### src/rtl/load_store_unit.sv
// Load/store unit: turns CPU word/byte load/store requests into single-word
// memory strobes. Byte stores are a read-modify-write pair. Misaligned word
// accesses and accesses whose memory never acknowledges end with a fault.
module load_store_unit #(
    parameter int TIMEOUT = 16,
    parameter int AW      = 32
) (
    input  logic          clk,
    input  logic          reset,
    input  logic          ls_valid,
    input  logic          ls_write,
    input  logic          ls_byte,
    input  logic          ls_signed,
    input  logic [AW-1:0] ls_addr,
    input  logic [AW-1:0] ls_wdata,
    output logic          ls_ready,
    output logic          ls_done,
    output logic          ls_fault,
    output logic [AW-1:0] ls_rdata,
    output logic          stall,
    output logic [AW-1:0] mem_address,
    output logic [AW-1:0] mem_indata,
    output logic          mem_read,
    output logic          mem_write,
    input  logic [AW-1:0] mem_outread,
    input  logic          mem_ack
);

    localparam int CW = (TIMEOUT > 1) ? $clog2(TIMEOUT) : 1;
    localparam logic [CW-1:0] CNT_LAST = CW'(TIMEOUT - 1);

    typedef enum logic [2:0] {
        S_IDLE   = 3'd0,
        S_RD     = 3'd1,
        S_WR     = 3'd2,
        S_RMW_RD = 3'd3,
        S_RMW_WR = 3'd4,
        S_DONE   = 3'd5
    } state_t;

    // Pick the addressed byte lane out of a word and extend it to full width.
    function automatic logic [AW-1:0] load_byte(input logic [AW-1:0] word,
                                                input logic [1:0]    lane,
                                                input logic          sgn);
        logic [7:0] b;
        b = word[{lane, 3'b000} +: 8];
        if (sgn) begin
            load_byte = {{(AW-8){b[7]}}, b};
        end else begin
            load_byte = {{(AW-8){1'b0}}, b};
        end
    endfunction

    // Replace the addressed byte lane of a word with new store data.
    function automatic logic [AW-1:0] merge_byte(input logic [AW-1:0] word,
                                                 input logic [1:0]    lane,
                                                 input logic [7:0]    b);
        merge_byte = word;
        merge_byte[{lane, 3'b000} +: 8] = b;
    endfunction

    state_t        state_q, state_d;
    logic          byte_q, byte_d;
    logic          signed_q, signed_d;
    logic [1:0]    lane_q, lane_d;
    logic [7:0]    wbyte_q, wbyte_d;
    logic [CW-1:0] cnt_q, cnt_d;
    logic          ready_q, ready_d;
    logic          done_q, done_d;
    logic          fault_q, fault_d;
    logic          stall_q, stall_d;
    logic [AW-1:0] rdata_q, rdata_d;
    logic          mem_read_q, mem_read_d;
    logic          mem_write_q, mem_write_d;
    logic [AW-1:0] mem_address_q, mem_address_d;
    logic [AW-1:0] mem_indata_q, mem_indata_d;

    // Next-state, request capture and next values of every registered output.
    always_comb begin
        state_d       = state_q;
        byte_d        = byte_q;
        signed_d      = signed_q;
        lane_d        = lane_q;
        wbyte_d       = wbyte_q;
        cnt_d         = cnt_q;
        rdata_d       = rdata_q;
        fault_d       = 1'b0;
        mem_address_d = mem_address_q;
        mem_indata_d  = mem_indata_q;

        case (state_q)
            S_IDLE: begin
                if (ls_valid) begin
                    byte_d        = ls_byte;
                    signed_d      = ls_signed;
                    lane_d        = ls_addr[1:0];
                    wbyte_d       = ls_wdata[7:0];
                    mem_address_d = {ls_addr[AW-1:2], 2'b00};
                    mem_indata_d  = ls_wdata;
                    cnt_d         = {CW{1'b0}};
                    if (!ls_byte && (ls_addr[1:0] != 2'b00)) begin
                        state_d = S_DONE;
                        fault_d = 1'b1;
                        rdata_d = {AW{1'b0}};
                    end else if (!ls_write) begin
                        state_d = S_RD;
                    end else if (!ls_byte) begin
                        state_d = S_WR;
                    end else begin
                        state_d = S_RMW_RD;
                    end
                end else begin
                    state_d = S_IDLE;
                end
            end
            S_RD: begin
                if (mem_ack) begin
                    state_d = S_DONE;
                    rdata_d = byte_q ? load_byte(mem_outread, lane_q, signed_q) : mem_outread;
                end else if (cnt_q == CNT_LAST) begin
                    state_d = S_DONE;
                    fault_d = 1'b1;
                    rdata_d = {AW{1'b0}};
                end else begin
                    cnt_d = cnt_q + CW'(1);
                end
            end
            S_RMW_RD: begin
                if (mem_ack) begin
                    state_d      = S_RMW_WR;
                    cnt_d        = {CW{1'b0}};
                    mem_indata_d = merge_byte(mem_outread, lane_q, wbyte_q);
                end else if (cnt_q == CNT_LAST) begin
                    state_d = S_DONE;
                    fault_d = 1'b1;
                    rdata_d = {AW{1'b0}};
                end else begin
                    cnt_d = cnt_q + CW'(1);
                end
            end
            S_WR, S_RMW_WR: begin
                if (mem_ack) begin
                    state_d = S_DONE;
                    rdata_d = {AW{1'b0}};
                end else if (cnt_q == CNT_LAST) begin
                    state_d = S_DONE;
                    fault_d = 1'b1;
                    rdata_d = {AW{1'b0}};
                end else begin
                    cnt_d = cnt_q + CW'(1);
                end
            end
            S_DONE: begin
                state_d = S_IDLE;
            end
            default: begin
                state_d = S_IDLE;
            end
        endcase

        // Outputs are decoded from the next state so they come straight from flops.
        ready_d     = (state_d == S_IDLE);
        done_d      = (state_d == S_DONE);
        mem_read_d  = (state_d == S_RD) || (state_d == S_RMW_RD);
        mem_write_d = (state_d == S_WR) || (state_d == S_RMW_WR);
        stall_d     = mem_read_d || mem_write_d;
        if (!mem_write_d) begin
            mem_indata_d = {AW{1'b0}};
        end else begin
            mem_indata_d = mem_indata_d;
        end
    end

    // State, captured request and output registers with synchronous reset.
    always_ff @(posedge clk) begin
        if (reset) begin
            state_q       <= S_IDLE;
            byte_q        <= 1'b0;
            signed_q      <= 1'b0;
            lane_q        <= 2'b00;
            wbyte_q       <= 8'h00;
            cnt_q         <= {CW{1'b0}};
            ready_q       <= 1'b1;
            done_q        <= 1'b0;
            fault_q       <= 1'b0;
            stall_q       <= 1'b0;
            rdata_q       <= {AW{1'b0}};
            mem_read_q    <= 1'b0;
            mem_write_q   <= 1'b0;
            mem_address_q <= {AW{1'b0}};
            mem_indata_q  <= {AW{1'b0}};
        end else begin
            state_q       <= state_d;
            byte_q        <= byte_d;
            signed_q      <= signed_d;
            lane_q        <= lane_d;
            wbyte_q       <= wbyte_d;
            cnt_q         <= cnt_d;
            ready_q       <= ready_d;
            done_q        <= done_d;
            fault_q       <= fault_d;
            stall_q       <= stall_d;
            rdata_q       <= rdata_d;
            mem_read_q    <= mem_read_d;
            mem_write_q   <= mem_write_d;
            mem_address_q <= mem_address_d;
            mem_indata_q  <= mem_indata_d;
        end
    end

    assign ls_ready    = ready_q;
    assign ls_done     = done_q;
    assign ls_fault    = fault_q;
    assign ls_rdata    = rdata_q;
    assign stall       = stall_q;
    assign mem_address = mem_address_q;
    assign mem_indata  = mem_indata_q;
    assign mem_read    = mem_read_q;
    assign mem_write   = mem_write_q;

endmodule

### config.mk
export PLATFORM = sky130hd
export DESIGN_NAME = load_store_unit
export DESIGN_NICKNAME = d
export VERILOG_FILES = /design/src/rtl/load_store_unit.sv
export SDC_FILE = /design/constraint.sdc
export NUM_CORES = 1
export LEC_CHECK = 0
export ABC_AREA = 1
export CAP_MARGIN = 0
export CORE_ASPECT_RATIO = 1.1
export CORE_MARGIN = 1.5
export CORE_UTILIZATION = 45
export DETAILED_ROUTE_END_ITERATION = 12
export PLACE_DENSITY_LB_ADDON = 0.3
export SLEW_MARGIN = 10
export SYNTH_ARGS = -nofsm -noshare
export SYNTH_HDL_FRONTEND = slang
export SYNTH_SLANG_ARGS = --single-unit
export TNS_END_PERCENT = 5
### constraint.sdc
create_clock -name clk -period 4.05 [get_ports clk]
set_input_delay 0.6075 -clock clk [delete_from_list [all_inputs] [get_ports clk]]
set_output_delay 0.6075 -clock clk [all_outputs]
set_load 0.03 [all_outputs]
# After elaboration in Yosys (flattened, before gate mapping)
# Cells that the tools add are included.
op_classes:
  n_reduce_logical: 19
  n_mux: 31
  n_eq_ne: 15
  bitwise: 1
  addsub: 2
  shift: 3
ops:
  columns: ["op", "count"]
  rows:
  - ["32-bit two-way mux", 10]
  - ["32-bit case mux with 4 select lines", 1]
  - ["32-bit case mux with 2 select lines", 1]
  - ["32-bit bitwise mux", 1]
  - ["8-bit by 7-bit variable shift with 32-bit output, first input constant", 1]
  - ["32-bit by 6-bit indexed part select with 8-bit output", 1]
  - ["8-bit by 7-bit indexed part select with 32-bit output", 1]
  - ["4-bit two-way mux", 4]
  - ["3-bit two-way mux", 5]
  - ["3-bit by 2-bit equality test with 1-bit output, second input constant", 4]
  - ["4-bit case mux with 3 select lines", 1]
  - ["2-bit != test, second input constant", 5]
  - ["3-bit equality test, second input constant", 3]
  - ["3-bit case mux with 3 select lines", 1]
  - ["5-bit negator with 7-bit output", 1]
  - ["3-bit by 1-bit equality test with 1-bit output, second input constant", 2]
  - ["3-bit logical NOT", 2]
  - ["3-bit AND reduction", 2]
  - ["1-bit two-way mux", 5]
  - ["4-bit by 1-bit adder with 4-bit output, second input constant", 1]
  - ["4-bit equality test, second input constant", 1]
  - ["4-bit AND reduction", 1]
  - ["2-bit nonzero test", 2]
  - ["4-bit nonzero test", 1]
  - ["other kinds (11)", 14]
totals:
  output_inout_bits: 102
  ff_bits: 119
  wordCells: 86
  input_bits: 103

# Longest topological paths before layout
depth:
  depth_word: 9
  ltp_mapped: 12
  ltp_nobuf: 11

# Worst setup path after synthesis
# OpenSTA, ideal clock, no wires.
synth_timing:
  kind: "reg-to-reg"
  start: "register lane_q[0]"
  end: "register mem_indata_q[8], in the netlist mem_indata[8]"
  path_buffers: 2
  path_stages_with_launch: 13
  setup_time_ns: 0.064
  period_less_slack_ns: 1.931
  path_slack_ns: 2.119
  arrival_time_ns: 1.866
  path_cell_list: "dfxtp_1 > buf_2 > inv_1 > buf_2 > ha_1 > nand2_1 > nor2_1 > nand3_1 > nand2_1 > o21ai_0 > nand2_1 > o21ai_0 > nor2_1"
synth_between:
  elab_chain_len: 5
  word_cells_on_any_way: 6
  classes_between: "1 x add/sub; 2 x shift; 3 x mux"
synth_lines:
  columns: ["element", "line_no", "rtl"]
  rows:
  - ["start, declared", "65", "logic [1:0] lane_q, lane_d;"]
  - ["start signal, assigned", "196", "lane_q <= lane_d;"]
  - ["5-bit negator with 7-bit output (*)", "59", "merge_byte[{lane, 3'b000} +: 8] = b;"]
  - ["8-bit by 7-bit indexed part select with 32-bit output / 8-bit by 7-bit variable shift with 32-bit output (equally long branches)", "59", null]
  - ["32-bit bitwise mux (*)", "59", null]
  - ["32-bit two-way mux (*)", "129", "if (mem_ack) begin"]
  - ["32-bit case mux with 2 select lines (*)", "91", "case (state_q)"]
  - ["end signal, assigned", "191", "mem_indata_q <= {AW{1'b0}};"]
  - ["end signal, assigned", "207", "mem_indata_q <= mem_indata_d;"]
  - ["end, declared", "76", "logic [AW-1:0] mem_indata_q, mem_indata_d;"]
# Mark *: on every way between the ends. The rest lies on a longest branch, timed or not. The select of a mux whose other input is x is not followed.
# A chain may end at the register's enable or synchronous reset.

# Final worst setup path
layout_timing:
  start: "register lane_q[0]"
  end: "register mem_indata_q[4], in the netlist mem_indata[4]"
# The elaborated chain is that of the path after synthesis.

==> metrics.md <==
| Metric | Value |
|---|---|
| Netlist cell types | 28 |
| Clk slew on worst S/H paths | about 0.050 ns |
| Drt initial violations | about 520 |
| Post-route DRC | 0 |
| Fin area | slightly below 9000 µm² |
| Synth Area per Inst | between 6 and 7 µm² |
| Post-route ant nets | 0 |
| Status | finished, final reports clean |
| Worst Tran Pin Value | around 0.86 ns |
| I/O Buffers | a little over 200 |
| Seq/Total Area, Yosys | a little under two fifths |
| Hold Path Class | reg -> reg |
| CTS tree | yes |
| Number of diodes | 0 |
| Final setup violation count | 0 |
| Crit Path Max Fanout | 27 |
| CTS Root Cell | clkbuf_16 |
| Bufs on Longest Clock Path | 2 |
| Total grt overflow | 0 |
| Max Fclk | roughly 0.35 GHz |
| Num Clock Sinks | around 120 |
| RSZ-0062 raised after global routing | no |
| Setup TNS | 0 ns |
| Post_cts resized | 0 |
| Period utilization | 71.5% |
| Flops & latches, synth | 119 |
| Peak VDD IR | about 0.00032 V |
| Vias post-DR | 6,822 |
| Relative slew slack | between 40% and 50% |
| Vias in the first global route | approximately 6,200 |
| Layout Area Growth over Synthesis | 42.0% |
| Met1 Routed Length | 8560 µm |
| Clock Latency Late Sink | 0.42 ns |
| First-pass GRT wire length | 30,900 µm |
| Die area | roughly 15,000 µm² |
| I/O pins | between 200 and 250 |
| Max Slew Vio Count | 0 |
| CORE AREA | roughly 13,000 µm² |
| Crit path time final | between 2 and 3 ns |
| Critical path class | reg -> reg |
| Core Rows | between 40 and 50 |
| GP Congestion | 0.923 |
| Routed wl met2 | between 8000 and 9000 µm |
| Initial antenna violation count | 0 |
| Synthesized area | ~6200 µm² |
| H-tree depth | 4 |
| Vias per inst | slightly above 5 |
| WL final | between 15,000 and 20,000 µm |
| Die width | about 120 µm |
| CTS hold repair buffers | 0 |
| Syn Inst Count | between 900 and 1,000 |
| Initial Utilization | a little under half |
| CP startpoint kind | flip-flop |
| Fin. Hold Viols | 0 |
| Data required, critical path | 4.40 ns |
| All-Layer GR Usage | between 20% and 30% |
| CP arrival | about 3.2 ns |
| Final #Nets | 1,259 |
| Max Cap Viol | 0 |
| Leakage | about 0.0036 µW |
| Synthesis Warnings | 0 |
| Placed Area | between 8000 and 9000 µm² |
| Post-DP HPWL | 13,400 µm |
| Max Clock Skew | 0.00740 ns |
| Top layer in use | met4 |
| Drt wl/cell | ~14 µm |
| Routed wl met3 | ~1300 µm |
| Post-CTS setup buffer count | 0 |
| Pwr/cell area | approximately 430 nW/µm² |
| Total CTS buffers | 17 |
| Largest net degree at the start of global routing | 46 |
| Pre-antenna DRT Iters | 5 |
| Nature of the critical path endpoint | flip-flop |
| Die Ht | ~130 µm |
| Fraction of layout cells with a size suffix above 1 | 6.80% |
cell type report:
class | count | area, µm²
multi-input combinational | 743 | 3330
tap | 184 | 230
timing repair buffer | 208 | 2060
fill | 1194 | 4500
inverter | 61 | 229
clock inverter | 9 | 126
clock buffer | 21 | 460
sequential | 119 | 2380
placed cells by master (no fill, tap or decap):
cell type	instances
o21ai_1	26
nand3_1	81
nor2_1	61
a21oi_2	10
clkinv_2	4
nand2_4	1
a21oi_1	96
nand3b_1	3
clkbuf_16	17
inv_2	7
nor3_1	7
nand4_1	1
clkinv_4	1
o211ai_1	4
clkdlybuf4s50_1	201
clkinv_1	2
conb_1	2
bufinv_16	3
clkinvlp_4	1
clkbuf_1	2
inv_1	52
nor3_2	2
ha_1	6
nand2_2	3
clkbuf_8	2
dfxtp_1	119
nand3_2	1
or2_2	17
buf_2	1
xor2_1	1
nand2_1	377
buf_4	6
o21ai_0	41
nor3_4	1
nor2_2	2
sequential cells by signal, summed over array words and instances, names as in the netlist:
register     cells
mem_indata      32
mem_write        1
stall            1
mem_read         1
lane_q           2
mem_address     30
ls_done          1
byte_q           1
wbyte_q          8
ls_ready         1
ls_rdata        32
ls_fault         1
state_q          3
cnt_q            4
signed_q         1
critical path, stage by stage (launching register included):
cell and delay [ns]:
dfxtp_1 0.88, inv_1 0.44, ha_1 0.46, nor2_1 0.45
nand3_1 0.12, nand2_1 0.08, o21ai_0 0.07, nand2_1 0.07
o21ai_0 0.09, nor2_1 0.14
where the power goes:
part	internal, µW	total [µW]	switching (µW)
clock	988	1520	527
combinational	359	973	614
sequential	1260	1340	82.1
total	2610	3830	1220
metal layers:
layer / GRT usage (%) / up-vias
li1: - / 3464
met1: 35.7 / 3062
met2: 41.0 / 254
met3: 6.59 / 42
met4: 12.0 / 0
met5: 0 / -
final timing paths:
check | startpoint | slack (ns) | endpoint | cells past startpoint
setup / recovery | lane_q[0] | 1.15 | mem_indata[4] | 9
hold / removal | mem_address[31] | 0.46 | mem_address[31] | 2
setup reg to reg | lane_q[0] | 1.15 | mem_indata[4] | 9
hold reg to reg | mem_address[31] | 0.46 | mem_address[31] | 2
logic make-up after synthesis:
family / after synthesis / synth area share (%)
AO/OA/AOI/OAI: 177 / 15.0
buffers and inverters: 118 / 8.18
XOR/XNOR: 1 / 0.141
AND/OR/NAND/NOR: 557 / 37.1
adder cells (fa/ha/maj): 6 / 1.21
flip-flops: 119 / 38.3
other: 1 / 0.0604
metrics by stage:
step / setup WS (ns) / total power (µW) / utilization [%] / cells / hold WS [ns]
6_report: 1.15 / 3830 / 66.2 / 1345 / 0.461
5_1_grt: 0.867 / 4010 / 66.2 / 1345 / 0.474
4_1_cts: 1.17 / 3840 / 66.2 / 1345 / 0.463
3_5_place_dp: 1.22 / 2330 / 61.8 / 1315 / 0.454
3_3_place_gp: 1.26 / 2320 / 61.8 / 1315 / 0.451
2_1_floorplan: 2.12 / 1990 / - / 980 / 0.439
cells in the mapped netlist:
cell        n  share of area (%)
conb_1      1              0.060
nor3_2      3               0.48
clkbuf_1   28                1.7
nor2_2      2               0.20
nand3_2     1               0.16
nand2_2     3               0.30
nor2_1     61                3.7
a21oi_2    10                1.4
ha_1        6                1.2
xor2_1      1               0.14
nor3_1      7               0.56
inv_1      52                3.1
or2_2      17                1.7
o21ai_0    41                3.3
a21oi_1    96                7.7
nand2_1   377                 23
inv_2       7               0.42
o211ai_1    4               0.48
nand2_4     1               0.18
buf_6       3               0.54
buf_2      22                1.8
o21ai_1    26                2.1
dfxtp_1   119                 38
nand3b_1    3               0.36
nand3_1    81                6.5
clkinv_1    2               0.12
buf_4       4               0.48
nand4_1     1               0.10
Note: power is estimated with default switching activity, not from simulation.
==> edit 1: new RTL, same flow settings <==
Put one more register stage on the output `ls_fault`, without a reset. The value now appears one clock later. The other outputs are not delayed to match.
--- a/src/rtl/load_store_unit.sv
+++ b/src/rtl/load_store_unit.sv
@@ -211,5 +211,7 @@
     assign ls_ready    = ready_q;
     assign ls_done     = done_q;
-    assign ls_fault    = fault_q;
+    always_ff @(posedge clk) begin
+        ls_fault <= fault_q;
+    end
     assign ls_rdata    = rdata_q;
     assign stall       = stall_q;
Behaviour: not the same (Yosys sat finds a counterexample within 4 cycles, from zero or initial values and one cycle with reset high).
==> edit 1 against the unedited design <==
Non-clock buffer count is the same; power up 1.3%; critical path type unchanged; combinational power barely moved; design area is 0.44% higher; sequential cell count rose by 1; highest routed layer unchanged; setup slack lost 63 ps; critical endpoint is now mem_indata[18]$_SDFFE_PP0P_; routed wire length rose by 3.3%; synthesized area up 0.32%.
==> edit 1: results (changes against the unedited design) <==
stage,metric,value,unit,change
yosys,sequential area share after synthesis,38.5,%,+0.20 points
final_layout,Total Nets Final,1260,,+0.079%
grt,GR Util met2,40.7,%,-0.32 points
grt,vias in the first global route,6105,,-1.5%
yosys,Synth top cells by count,"377 x nand2_1, 120 x dfxtp_1, 96 x a21oi_1",,
route,via/cell ratio,5.08,,about the same
outcome,status,"finished, final reports clean",,
yosys,area share of fa/ha/maj cells after synthesis,1.20,%,-0.0039 points
power_and_ir_drop,leakage power,3.57,nW,+0.30%
setup_path,WP data arrival,3320,ps,+80 ps
final_layout,share of cells above drive strength 1,7.13,%,+0.33 points
sta,Final Skew,11.6,ps,+4.24 ps
final_layout,fillers,1206,,+1.0%
yosys,Synth Area in XOR/XNOR,0.141,%,-0.00045 points
route,wl on met1,8.49,mm,-0.77%
place,Setup Slack @ Placement,1160,ps,-55.9 ps
place,dpl hpwl,13.9,mm,+3.3%
grt,initial antenna violation count,2,,+2
setup_path,CP max stage delay,900,ps,+20 ps
power_and_ir_drop,Peak VDD IR,0.299,mV,-7.4%
route,final WL,19.8,mm,+3.3%
yosys,Compound-Gate Fraction of Synth Area,15.0,%,-0.048 points
setup_path,CP max stage cell,dfxtp_1,,
final_layout,fin util,66.2,%,about the same
grt,first-pass GRT wire length,30.7,mm,-0.58%
grt,GR Layer Usage met3,7.12,%,+0.53 points
route,routed length per instance,14.6,um,+2.9%
grt,largest net degree at the start of global routing,46,,unchanged
yosys,synth top area cells,"dfxtp_1 39%, nand2_1 23%, a21oi_1 7.7%",,
place,Routability Congestion,0.928,,+0.60%
route,DR WL met3,1.46,mm,+14%
grt,GR Util All Layers,26.8,%,about the same
edit 1: cell count changes after synthesis, sizes merged:
cell	change
dfxtp	+1
edit 1: layout make-up:
cell class	instances	area share, %
multi-input cells	743	37.6
clock inverters	14	1.82
flip-flops and latches	120	27.1
well taps	184	2.60
clock buffers	18	4.96
repair buffers	208	23.3
inverters	61	2.58
diodes	2	0.0565
edit 1: path summary, 6_finish.rpt:
kind	from	to	slack (ps)	cells after the start
setup / recovery	lane_q[0]$_SDFFE_PP0P_	mem_indata[18]$_SDFFE_PP0P_	1090	10
hold / removal	fault_q$_SDFF_PP0_	ls_fault$_DFF_P_	340	0
setup reg to reg	lane_q[0]$_SDFFE_PP0P_	mem_indata[18]$_SDFFE_PP0P_	1090	10
hold reg to reg	fault_q$_SDFF_PP0_	ls_fault$_DFF_P_	340	0
edit 1: report_power, final:
part	total [mW]	switching [mW]	internal [mW]	leakage [nW]
Sequential	1.35	0.0851	1.27	0.977
Combinational	0.975	0.616	0.359	2.30
Clock	1.55	0.610	0.938	0.291
==> edit 2: new RTL, same settings <==
Without the edit above. Set the parameter `TIMEOUT` to 32 (it was 16).
--- a/src/rtl/load_store_unit.sv
+++ b/src/rtl/load_store_unit.sv
@@ -3,5 +3,5 @@
 // accesses and accesses whose memory never acknowledges end with a fault.
 module load_store_unit #(
-    parameter int TIMEOUT = 16,
+    parameter int TIMEOUT = 32,
     parameter int AW      = 32
 ) (
Formal check against the unedited RTL: no difference found for any inputs over 4 cycles, from zero or initial values and one cycle with reset high; that may be too few to reach the edited logic, so the function may still have changed.
==> edit 2 against the unedited design <==
Routed wire length fell by 3.2%; synthesized area fell by 5.6%; sequential cell count rose by 1; power rose by 11%; clock power rose by 19%; setup slack improved by 29 ps; design area fell by 2.7%; first-iteration DRC count rose by 18%; critical endpoint is now mem_indata[22]$_SDFFE_PP0P_; largest cell class unchanged.
==> edit 2: results (changes against the unedited design) <==
stage,metric,value,unit,change
sta,final cycle utilization of the critical path,70.8,%,-0.73 points
place,Placed Instances,1192,,-9.4%
grt,GR Util met2,42.3,%,+1.3 points
yosys,Yosys warnings,0,,unchanged
grt,GR Util All Layers,26.8,%,about the same
route,wl on met1,7.99,mm,-6.6%
setup_path,CP max stage delay,800,ps,-80 ps
grt,largest net degree at the start of global routing,53,,+15%
hold_path,hold path start,ls_rdata[27]$_SDFFE_PP0P_,,
setup_path,Crit path max-delay family,simple AND/OR/NAND/NOR gates,,
grt,M1 GR Usage,34.6,%,-1.1 points
yosys,Synth top cells by count,"188 x nand2_1, 152 x nor2_1, 120 x dfxtp_1",,
hold_path,Hold EP,ls_rdata[27]$_SDFFE_PP0P_,,
clock_network,Post-CTS Setup Bufs,0,,unchanged
grt,GR Layer Usage met3,8.64,%,+2.0 points
power_and_ir_drop,clk pwr,1.81,mW,+19%
route,routed length per instance,15.1,um,+6.3%
place,dpl hpwl,13.2,mm,-2.0%
yosys,Synth Instances,879,,-10%
sta,hold slack,462,ps,+1.13 ps
yosys,area share of fa/ha/maj cells after synthesis,1.28,%,+0.072 points
place,Area after DPL,0.00788,sq mm,-4.3%
yosys,synth top area cells,"dfxtp_1 41%, nand2_1 12%, nor2_1 9.7%",,
sta,Slew Limit Headroom,28.7,%,-14 points
place,Routability Congestion,0.941,,+2.0%
final_layout,share of cells above drive strength 1,5.90,%,-0.90 points
route,count of TritonRoute iterations in the first routing pass,6,,+1
power_and_ir_drop,Peak VDD IR,0.338,mV,+4.4%
grt,first-pass GRT wire length,29.1,mm,-5.6%
power_and_ir_drop,leakage power,3.38,nW,-4.9%
power_and_ir_drop,Total Power,4.24,mW,+11%
setup_path,WP data arrival,3200,ps,-40 ps
route,DR WL met3,1.50,mm,+18%
power_and_ir_drop,Int Power,2.93,mW,+12%
route,drt initial violations,609,,+18%
setup_path,CP Max Fanout,22,,-19%
yosys,sequential area share after synthesis,41.0,%,+2.6 points
yosys,Compound-Gate Fraction of Synth Area,19.4,%,+4.4 points
setup_path,CP max stage cell,dfxtp_1,,
sta,Final Skew,11.4,ps,+4.03 ps
route,final WL,18.5,mm,-3.2%
route,via/cell ratio,5.17,,+1.9%
yosys,post-synth cell types,34,,+21%
yosys,Synth Area in XOR/XNOR,0.448,%,+0.31 points
setup_path,RR Endpoint,mem_indata[22]$_SDFFE_PP0P_,,
clock_network,total CTS buffers,17,,unchanged
power_and_ir_drop,sequential power share,32.6,%,-2.4 points
outcome,status,"finished, final reports clean",,
place,Setup Slack @ Placement,962,ps,-257 ps
grt,vias in the first global route,5805,,-6.3%
setup_path,register-to-register setup slack,1180,ps,+30 ps
[edit 2: final cells by class]
| type | instances | area, sq um |
|---|---|---|
| Fill cell | 1073 | 4060 |
| Multi-Input combinational cell | 654 | 3020 |
| Sequential cell | 120 | 2400 |
| Timing Repair Buffer | 207 | 2060 |
| Clock buffer | 20 | 457 |
| Clock inverter | 12 | 244 |
| Inverter | 54 | 205 |
| Tap cell | 157 | 196 |
[edit 2: how the worst max path moves through the flow]
stage | start | endpoint | depth (start not counted)
floorplan | lane_q[1]$_SDFFE_PP0P_ | mem_indata[25]$_SDFFE_PP0P_ | 11
global placement | ls_valid | mem_indata[9]$_SDFFE_PP0P_ | 9
detailed placement | ls_valid | mem_indata[9]$_SDFFE_PP0P_ | 9
CTS | lane_q[0]$_SDFFE_PP0P_ | mem_indata[25]$_SDFFE_PP0P_ | 9
global route | lane_q[0]$_SDFFE_PP0P_ | mem_indata[25]$_SDFFE_PP0P_ | 9
finish | lane_q[0]$_SDFFE_PP0P_ | mem_indata[22]$_SDFFE_PP0P_ | 9
